**src/rtl/debounce_pkg.sv**
```systemverilog
// Shared types and defaults for the input debounce stage.
// Holds the debounce FSM state encoding and default parameter values.
package debounce_pkg;

  typedef enum logic [1:0] {
    LOW_STABLE  = 2'b00,
    CHK_HIGH    = 2'b01,
    HIGH_STABLE = 2'b10,
    CHK_LOW     = 2'b11
  } db_state_t;

  localparam int unsigned DB_STABLE_CYCLES_DEF = 50000;
  localparam int unsigned DB_CNT_W_DEF         = 16;
  localparam int unsigned DB_GLITCH_W_DEF      = 8;

endpackage

```
**src/rtl/sync_2ff.sv**
```systemverilog
// Two-flop synchroniser for a single asynchronous input bit.
// Ports: clk, reset (sync, active-high), d (async in), q (synchronised out).
module sync_2ff (
  input  logic clk,
  input  logic reset,
  input  logic d,
  output logic q
);

  logic s1_d, s1_q;
  logic q_d, q_q;

  always_comb begin
    s1_d = d;
    q_d  = s1_q;
  end

  always_ff @(posedge clk) begin
    if (reset) begin
      s1_q <= 1'b0;
      q_q  <= 1'b0;
    end else begin
      s1_q <= s1_d;
      q_q  <= q_d;
    end
  end

  assign q = q_q;

endmodule

```
**src/rtl/debounce_edge.sv**
```systemverilog
// Synchronise, debounce and edge-detect a raw switch/button input.
// Ports: clk, reset (sync, active-high), d (raw), out (clean level),
//        rise/fall (1-cycle pulses), glitch_cnt (saturating abort count).
module debounce_edge
  import debounce_pkg::*;
#(
  parameter int unsigned STABLE_CYCLES = DB_STABLE_CYCLES_DEF,
  parameter int unsigned CNT_W         = DB_CNT_W_DEF,
  parameter int unsigned GLITCH_W      = DB_GLITCH_W_DEF
) (
  input  logic                clk,
  input  logic                reset,
  input  logic                d,
  output logic                out,
  output logic                rise,
  output logic                fall,
  output logic [GLITCH_W-1:0] glitch_cnt
);

  localparam longint unsigned CNT_MAX =
    (64'd1 << CNT_W) - 64'd1;

  if (STABLE_CYCLES < 2 ||
      64'(STABLE_CYCLES) > CNT_MAX) begin : g_param_check
    $error("debounce_edge: STABLE_CYCLES out of range");
  end

  localparam logic [CNT_W-1:0] CNT_ONE  = CNT_W'(1);
  localparam logic [CNT_W-1:0] CNT_LAST =
    CNT_W'(STABLE_CYCLES - 1);
  localparam logic [GLITCH_W-1:0] GLITCH_MAX = '1;

  logic s;

  sync_2ff u_sync (
    .clk   (clk),
    .reset (reset),
    .d     (d),
    .q     (s)
  );

  db_state_t state_d, state_q;
  logic [CNT_W-1:0] cnt_d, cnt_q;
  logic out_d, out_q;
  logic rise_d, rise_q;
  logic fall_d, fall_q;
  logic [GLITCH_W-1:0] glitch_d, glitch_q;
  logic glitch_inc;

  always_comb begin
    state_d    = state_q;
    cnt_d      = cnt_q;
    out_d      = out_q;
    rise_d     = 1'b0;
    fall_d     = 1'b0;
    glitch_inc = 1'b0;
    unique case (state_q)
      LOW_STABLE: begin
        if (s) begin
          state_d = CHK_HIGH;
          cnt_d   = CNT_ONE;
        end else begin
          cnt_d = '0;
        end
      end
      CHK_HIGH: begin
        if (!s) begin
          state_d    = LOW_STABLE;
          cnt_d      = '0;
          glitch_inc = 1'b1;
        end else if (cnt_q == CNT_LAST) begin
          state_d = HIGH_STABLE;
          cnt_d   = '0;
          out_d   = 1'b1;
          rise_d  = 1'b1;
        end else begin
          cnt_d = cnt_q + 1'b1;
        end
      end
      HIGH_STABLE: begin
        if (!s) begin
          state_d = CHK_LOW;
          cnt_d   = CNT_ONE;
        end else begin
          cnt_d = '0;
        end
      end
      CHK_LOW: begin
        if (s) begin
          state_d    = HIGH_STABLE;
          cnt_d      = '0;
          glitch_inc = 1'b1;
        end else if (cnt_q == CNT_LAST) begin
          state_d = LOW_STABLE;
          cnt_d   = '0;
          out_d   = 1'b0;
          fall_d  = 1'b1;
        end else begin
          cnt_d = cnt_q + 1'b1;
        end
      end
      default: begin
        state_d = LOW_STABLE;
        cnt_d   = '0;
      end
    endcase
  end

  // Saturate rather than wrap so a stuck-bouncing input stays visible.
  always_comb begin
    glitch_d = glitch_q;
    if (glitch_inc && glitch_q != GLITCH_MAX) begin
      glitch_d = glitch_q + 1'b1;
    end
  end

  always_ff @(posedge clk) begin
    if (reset) begin
      state_q  <= LOW_STABLE;
      cnt_q    <= '0;
      out_q    <= 1'b0;
      rise_q   <= 1'b0;
      fall_q   <= 1'b0;
      glitch_q <= '0;
    end else begin
      state_q  <= state_d;
      cnt_q    <= cnt_d;
      out_q    <= out_d;
      rise_q   <= rise_d;
      fall_q   <= fall_d;
      glitch_q <= glitch_d;
    end
  end

  assign out        = out_q;
  assign rise       = rise_q;
  assign fall       = fall_q;
  assign glitch_cnt = glitch_q;

endmodule

```
**config.mk**
```make
export PLATFORM = sky130hd
export DESIGN_NAME = debounce_edge
export DESIGN_NICKNAME = d
export VERILOG_FILES = /design/src/rtl/debounce_pkg.sv /design/src/rtl/sync_2ff.sv /design/src/rtl/debounce_edge.sv
export SDC_FILE = /design/constraint.sdc
export NUM_CORES = 1
export LEC_CHECK = 0
export ABC_AREA = 1
export CAP_MARGIN = 20
export CORE_ASPECT_RATIO = 0.6
export CORE_MARGIN = 1
export CORE_UTILIZATION = 38
export DETAILED_ROUTE_END_ITERATION = 7
export PLACE_DENSITY_LB_ADDON = 0.25
export RECOVER_POWER = 100
export SLEW_MARGIN = 0
export SYNTH_ARGS = -nofsm -noshare
export SYNTH_HDL_FRONTEND = slang
export SYNTH_SLANG_ARGS = --single-unit
```
**constraint.sdc**
```tcl
create_clock -name clk -period 1.5 [get_ports clk]
set_input_delay 0.225 -clock clk [delete_from_list [all_inputs] [get_ports clk]]
set_output_delay 0.225 -clock clk [all_outputs]
set_load 0.005 [all_outputs]
```
# --- Word level (Yosys, flattened, before mapping) ---
# Cells that the tools add are included.
classes:
  mux: 22
  n_eq_ne: 13
  addsub: 2
  n_reduce_logical: 7
  bitwise_logic: 3
op_table:
  columns: ["op", "n"]
  rows:
  - ["16-bit case mux with 4 select lines", 1]
  - ["16-bit two-way mux", 3]
  - ["16-bit by 1-bit adder with 16-bit output, second input constant", 1]
  - ["16-bit equality test, second input constant", 1]
  - ["2-bit two-way mux", 6]
  - ["1-bit two-way mux", 9]
  - ["8-bit by 1-bit adder with 8-bit output, second input constant", 1]
  - ["2-bit inequality test, second input constant", 4]
  - ["8-bit inequality test, second input constant", 1]
  - ["2-bit case mux with 4 select lines", 1]
  - ["3-bit OR reduction", 2]
  - ["5-bit AND reduction", 1]
  - ["2-bit equality test, second input constant", 2]
  - ["2-bit by 1-bit inequality test with 1-bit output, second input constant", 2]
  - ["1-bit case mux with 2 select lines", 2]
  - ["4-bit AND reduction", 1]
  - ["3-bit by 2-bit inequality test with 1-bit output, second input constant", 1]
  - ["3-bit inequality test, second input constant", 1]
  - ["1-bit inverter", 3]
  - ["2-bit by 1-bit equality test with 1-bit output, second input constant", 1]
  - ["2-bit logical NOT", 1]
  - ["2-bit nonzero test", 1]
  - ["1-bit logical AND", 1]
word_totals:
  output_inout_bits: 11
  wordCells: 55
  regBits: 31

# --- Longest topological paths before layout ---
logic_depth:
  word_depth: 4
  ltp_mapped: 10

# --- Cells and area by module ---
# From an unflattened synthesis, not the netlist that was laid out.
unflattened:
  cells_unflattened: 227
  hier_area_um2: 1626.6
by_module_without_submodules:
  columns: ["mod", "area_each_um2", "cells_each", "n_inst"]
  rows:
  - ["debounce_edge", 1571.5, 221, 1]
  - ["sync_2ff", 55.1, 6, 1]

# --- Worst setup path before layout ---
# No wires, ideal clock.
synth_timing:
  kind: "flip-flop to flip-flop"
  from: "register glitch_q[0] (netlist: glitch_cnt[0])"
  to: "register glitch_q[7] (netlist: glitch_cnt[7])"
  arrival_time_ns: 1.201
  stages_incl_launch_ff: 9
  setup_ns: 0.115
  synth_period_minus_slack_ns: 1.316
  setup_slack_ns: 0.184
  path_buffers: 0
  path_cell_list: "dfxtp_1 -> ha_1 -> nand2_1 -> nor2_1 -> nand2_1 -> nand2_2 -> inv_2 -> a21oi_1 -> nor2_1"
synth_between:
  elab_chain_len: 2
synth_lines:
  columns: ["item", "line_no", "source"]
  rows:
  - ["start: declaration", "debounce_edge.sv:47", "logic [GLITCH_W-1:0] glitch_d, glitch_q;"]
  - ["start signal: assignment", "debounce_edge.sv:131", "glitch_q <= glitch_d;"]
  - ["parallel branches: the longest is 2 deep, another holds 8-bit by 1-bit adder with 8-bit output", null, null]
# Parallel ways; which one is timed is not known.
# A chain may end at the register's enable or synchronous reset.

# --- Final worst setup path ---
layout_timing:
  from: "register glitch_q[0] (netlist: glitch_cnt[0])"
  to: "output glitch_cnt[0]"
layout_rtl:
  columns: ["item", "line_no", "source"]
  rows:
  - ["end: declaration", "debounce_edge.sv:17", "output logic [GLITCH_W-1:0] glitch_cnt"]
# No word-level cell between the ends.

==> flow_metrics.env <==
export IMPL_globalRouteMet3Util_pct=4.85
export IMPL_synth_fa_ha_area_share_pct=1.62
export IMPL_final_nets=252
export IMPL_syn_nets=228
export IMPL_min_delay_path_class="register to register"
export IMPL_synth_distinct_cells=24
export IMPL_grt_use_met1_pct=27.2
export IMPL_dr_pass1_iters=6
export IMPL_io_buffers=13
export IMPL_drive_above_1_share_pct=14.9
export IMPL_path_clk_slew_ps=70
export IMPL_syn_to_final_growth_pct=23.2
export IMPL_routed_wirelength_microns=3260
export IMPL_syn_cell_area_sq_mm=0.00154
export IMPL_dp_cells=287
export IMPL_hold_viol_final=0
export IMPL_insertedDiodeCount=0
export IMPL_clockBufferDepth=2
export IMPL_pwr_share_seq_pct=47.7
export IMPL_max_stage_delay_ps=490
export IMPL_cts_root_buf="clkbuf_8"
export IMPL_worst_pin_slew_ps=325
export IMPL_synth_simple_area_share_pct=39.4
export IMPL_finalWeightedCongestion=0.911
export IMPL_fill_cells=370
export IMPL_p_comb_share_pct=2.4
export IMPL_clk_latency_ps=290
export IMPL_p_per_area_mw_per_mm2=920
export IMPL_first_global_vias=1172
export IMPL_synth_top_family_by_area="simple AND/OR/NAND/NOR gates"
export IMPL_route_detailed_drc=2
export IMPL_yosysSeqAreaShare_pct=40.2
export IMPL_max_slew_margin_pct=78.3
export IMPL_fin_crit_sh_pct=96.2
export IMPL_rsz0062_at_grt="false"
export IMPL_synth_compound_area_share_pct=6.08
export IMPL_holdWs_ps=402
export IMPL_rows=17
export IMPL_grt_pass1_wl_microns=5590
export IMPL_top_usage_layer="met1"
export IMPL_cts_buffers=5
export IMPL_die_y_microns=51.4
export IMPL_dieArea_sq_mm=0.00433
export IMPL_cts_htree_levels=2
export IMPL_p_switching_uw=364
export IMPL_leakage_uw=0.000747
export IMPL_netSwitchingFraction_pct=20.8
export IMPL_final_instance_count_excl_fill=295
export IMPL_postCtsSetupRepairBufs=0
export IMPL_startpoint_type="register"
export IMPL_multiInputGateArea_sq_um=815
export IMPL_status="finished, violations left"
export IMPL_seq_area_sq_um=626
export IMPL_via_count=1362
export IMPL_drtIter0Drc=65
export IMPL_ys_warn_count=0
export IMPL_p_total_uw=1750
export IMPL_wire_per_inst_microns=11.1
export IMPL_use_met2_pct=21.0
export IMPL_cts_tree="built"
export IMPL_postSynthCellCount=223
export IMPL_critPathCaptureType="output port"
export IMPL_worst_path_max_fanout=3
export IMPL_slew_violations=0
export IMPL_finClkSkew_ps=5.34
export IMPL_hpwl_microns=2500
export IMPL_grt_max_degree=11
export IMPL_numClockSinks=31
export IMPL_synth_xor_area_share_pct=4.54
export IMPL_ant_nets=0
export IMPL_vdd_drop_max_uv=592
export IMPL_worstSetupPathType="register to output port"
export IMPL_core_area_sq_mm=0.00376
export IMPL_ios=14
export IMPL_via_per_inst=4.62
export IMPL_worstPathCellList="buf_4 -> clkdlybuf4s50_1"
export IMPL_period_needed_ps=1440
export IMPL_critical_path_arrival_ps=1220
export IMPL_cap_violations=0
export IMPL_crit_slowest_cell="clkdlybuf4s50_1"
export IMPL_die_w_microns=84.3
export IMPL_critPathRequiredTime_ps=1270
export IMPL_violations="DRC"
export IMPL_finalSetupViolations=0
export IMPL_grt_overflow=0
export IMPL_worst_r2r_path_depth=8
export IMPL_post_synth_cell_area_avg_sq_um=6.92
export IMPL_grtUsageTotal_pct=17.4
export IMPL_synth_mux_area_share_pct=0
export IMPL_pwr_share_clk_pct=49.9
export IMPL_start_util_pct=41.0
export IMPL_p_int_uw=1380
export IMPL_whs_path_depth=2
export IMPL_ys_seq_elements=31
export IMPL_fmax_ghz=0.693
export IMPL_antenna_found_initial=0
==> path summary, 6_finish.rpt <==
path	slack, ps	startpoint	to
worst min register to register	400	u_sync.q_d	u_sync.q
worst min-delay path	400	u_sync.q_d	u_sync.q
worst max register to register	140	glitch_cnt[1]	glitch_cnt[7]
worst max-delay path	60	glitch_cnt[0]	glitch_cnt[0]
==> registers in the layout (all words and copies together), names as in the netlist, named ones only <==
signal,flops
rise,1
u_sync.q,1
glitch_cnt,8
out,1
fall,1
cnt_q,16
state_q,1
u_sync.q_d,1
==> metrics by stage <==
stage	area, sq um	worst slack (ps)	utilization, %	TNS [ps]
2_1_floorplan	1540	184	-	0
3_3_place_gp	1760	-26.1	46.9	-43.2
5_1_grt	1900	12.5	50.5	0
4_1_cts	1880	10.6	50.0	0
6_report	1900	57.2	50.5	0
3_5_place_dp	1760	-30.1	46.9	-60.1
==> metal layers <==
metal | share of wire, % | wire length (microns) | vias to the layer above
li1 | - | - | 747
met1 | 58 | 1900 | 580
met2 | 34 | 1110 | 28
met3 | 6.3 | 204 | 7
met4 | 1.3 | 41 | 0
met5 | 0 | 0 | -
==> cell type report <==
| type | instances | area share, % |
|---|---|---|
| clock buffers | 6 | 4.34 |
| clock inverters | 2 | 1.84 |
| inverters | 32 | 6.32 |
| multi-input cells | 159 | 42.9 |
| flip-flops and latches | 31 | 32.9 |
| well taps | 47 | 3.09 |
| repair buffers | 18 | 8.62 |
==> timing repair <==
action                                  CTS  global route
endpoints found under the hold margin     0             0
pin swaps                                 0             1
hold buffers                              0             0
resized for setup                         1             9
endpoints found under the setup margin    3            19
==> placed cells by master, fill, tap and decap left out <==
cell type	synthesis	routed
a21oi_1	8	8
a21oi_2	1	1
a31oi_1	1	1
buf_4	0	4
bufinv_16	0	1
clkbuf_1	0	1
clkbuf_8	0	6
clkdlybuf4s50_1	0	9
clkinv_2	0	1
dfxtp_1	31	27
dfxtp_2	0	4
dlygate4sd3_1	0	4
ha_2	0	2
inv_1	31	31
inv_2	1	1
nand2_1	54	54
nand2_2	5	4
nand2_4	0	1
nand3_1	13	13
nand3_2	3	3
nand3b_1	1	1
nand4_1	3	3
nor2_1	41	40
nor2_2	4	4
nor2_4	1	2
nor3_1	6	6
nor3_4	2	2
o21ai_0	3	3
o21ai_2	1	1
o21bai_1	2	2
xnor2_1	1	1
xor2_1	7	7
==> worst max-delay path: cells and delay by family, from the launching register on <==
kind	cells	cell delay, ps
buffers and inverters	2	600
DFF	1	330
==> synthesized netlist by cell type, drive strengths merged <==
master	number	area (sq um)
a21oi	9	48.8
a31oi	1	6.26
buf	1	5.00
dfxtp	31	621
ha	2	25.0
inv	32	120
nand2	59	234
nand3	16	95.1
nand3b	1	7.51
nand4	3	18.8
nor2	46	190
nor3	8	62.6
o21ai	4	23.8
o21bai	2	15.0
xnor2	1	8.76
xor2	7	61.3
==> cells by family after synthesis <==
kind of cell	Yosys count
buffers and inverters	33
adders and majority gates	2
xor gates and xnor gates	8
AOI/OAI and AO/OA	16
and+or+nand+nor	133
DFF	31
==> power by group through the flow <==
stage | Clock [uW] | Sequential [uW] | Combinational [uW]
6_report | 873 | 834 | 41.4
5_1_grt | 931 | 834 | 46.3
4_1_cts | 886 | 833 | 42.5
3_5_place_dp | 0 | 852 | 42.2
3_3_place_gp | 0 | 852 | 41.9
2_1_floorplan | 0 | 852 | 19.5
(Power assumes the default switching activity.)
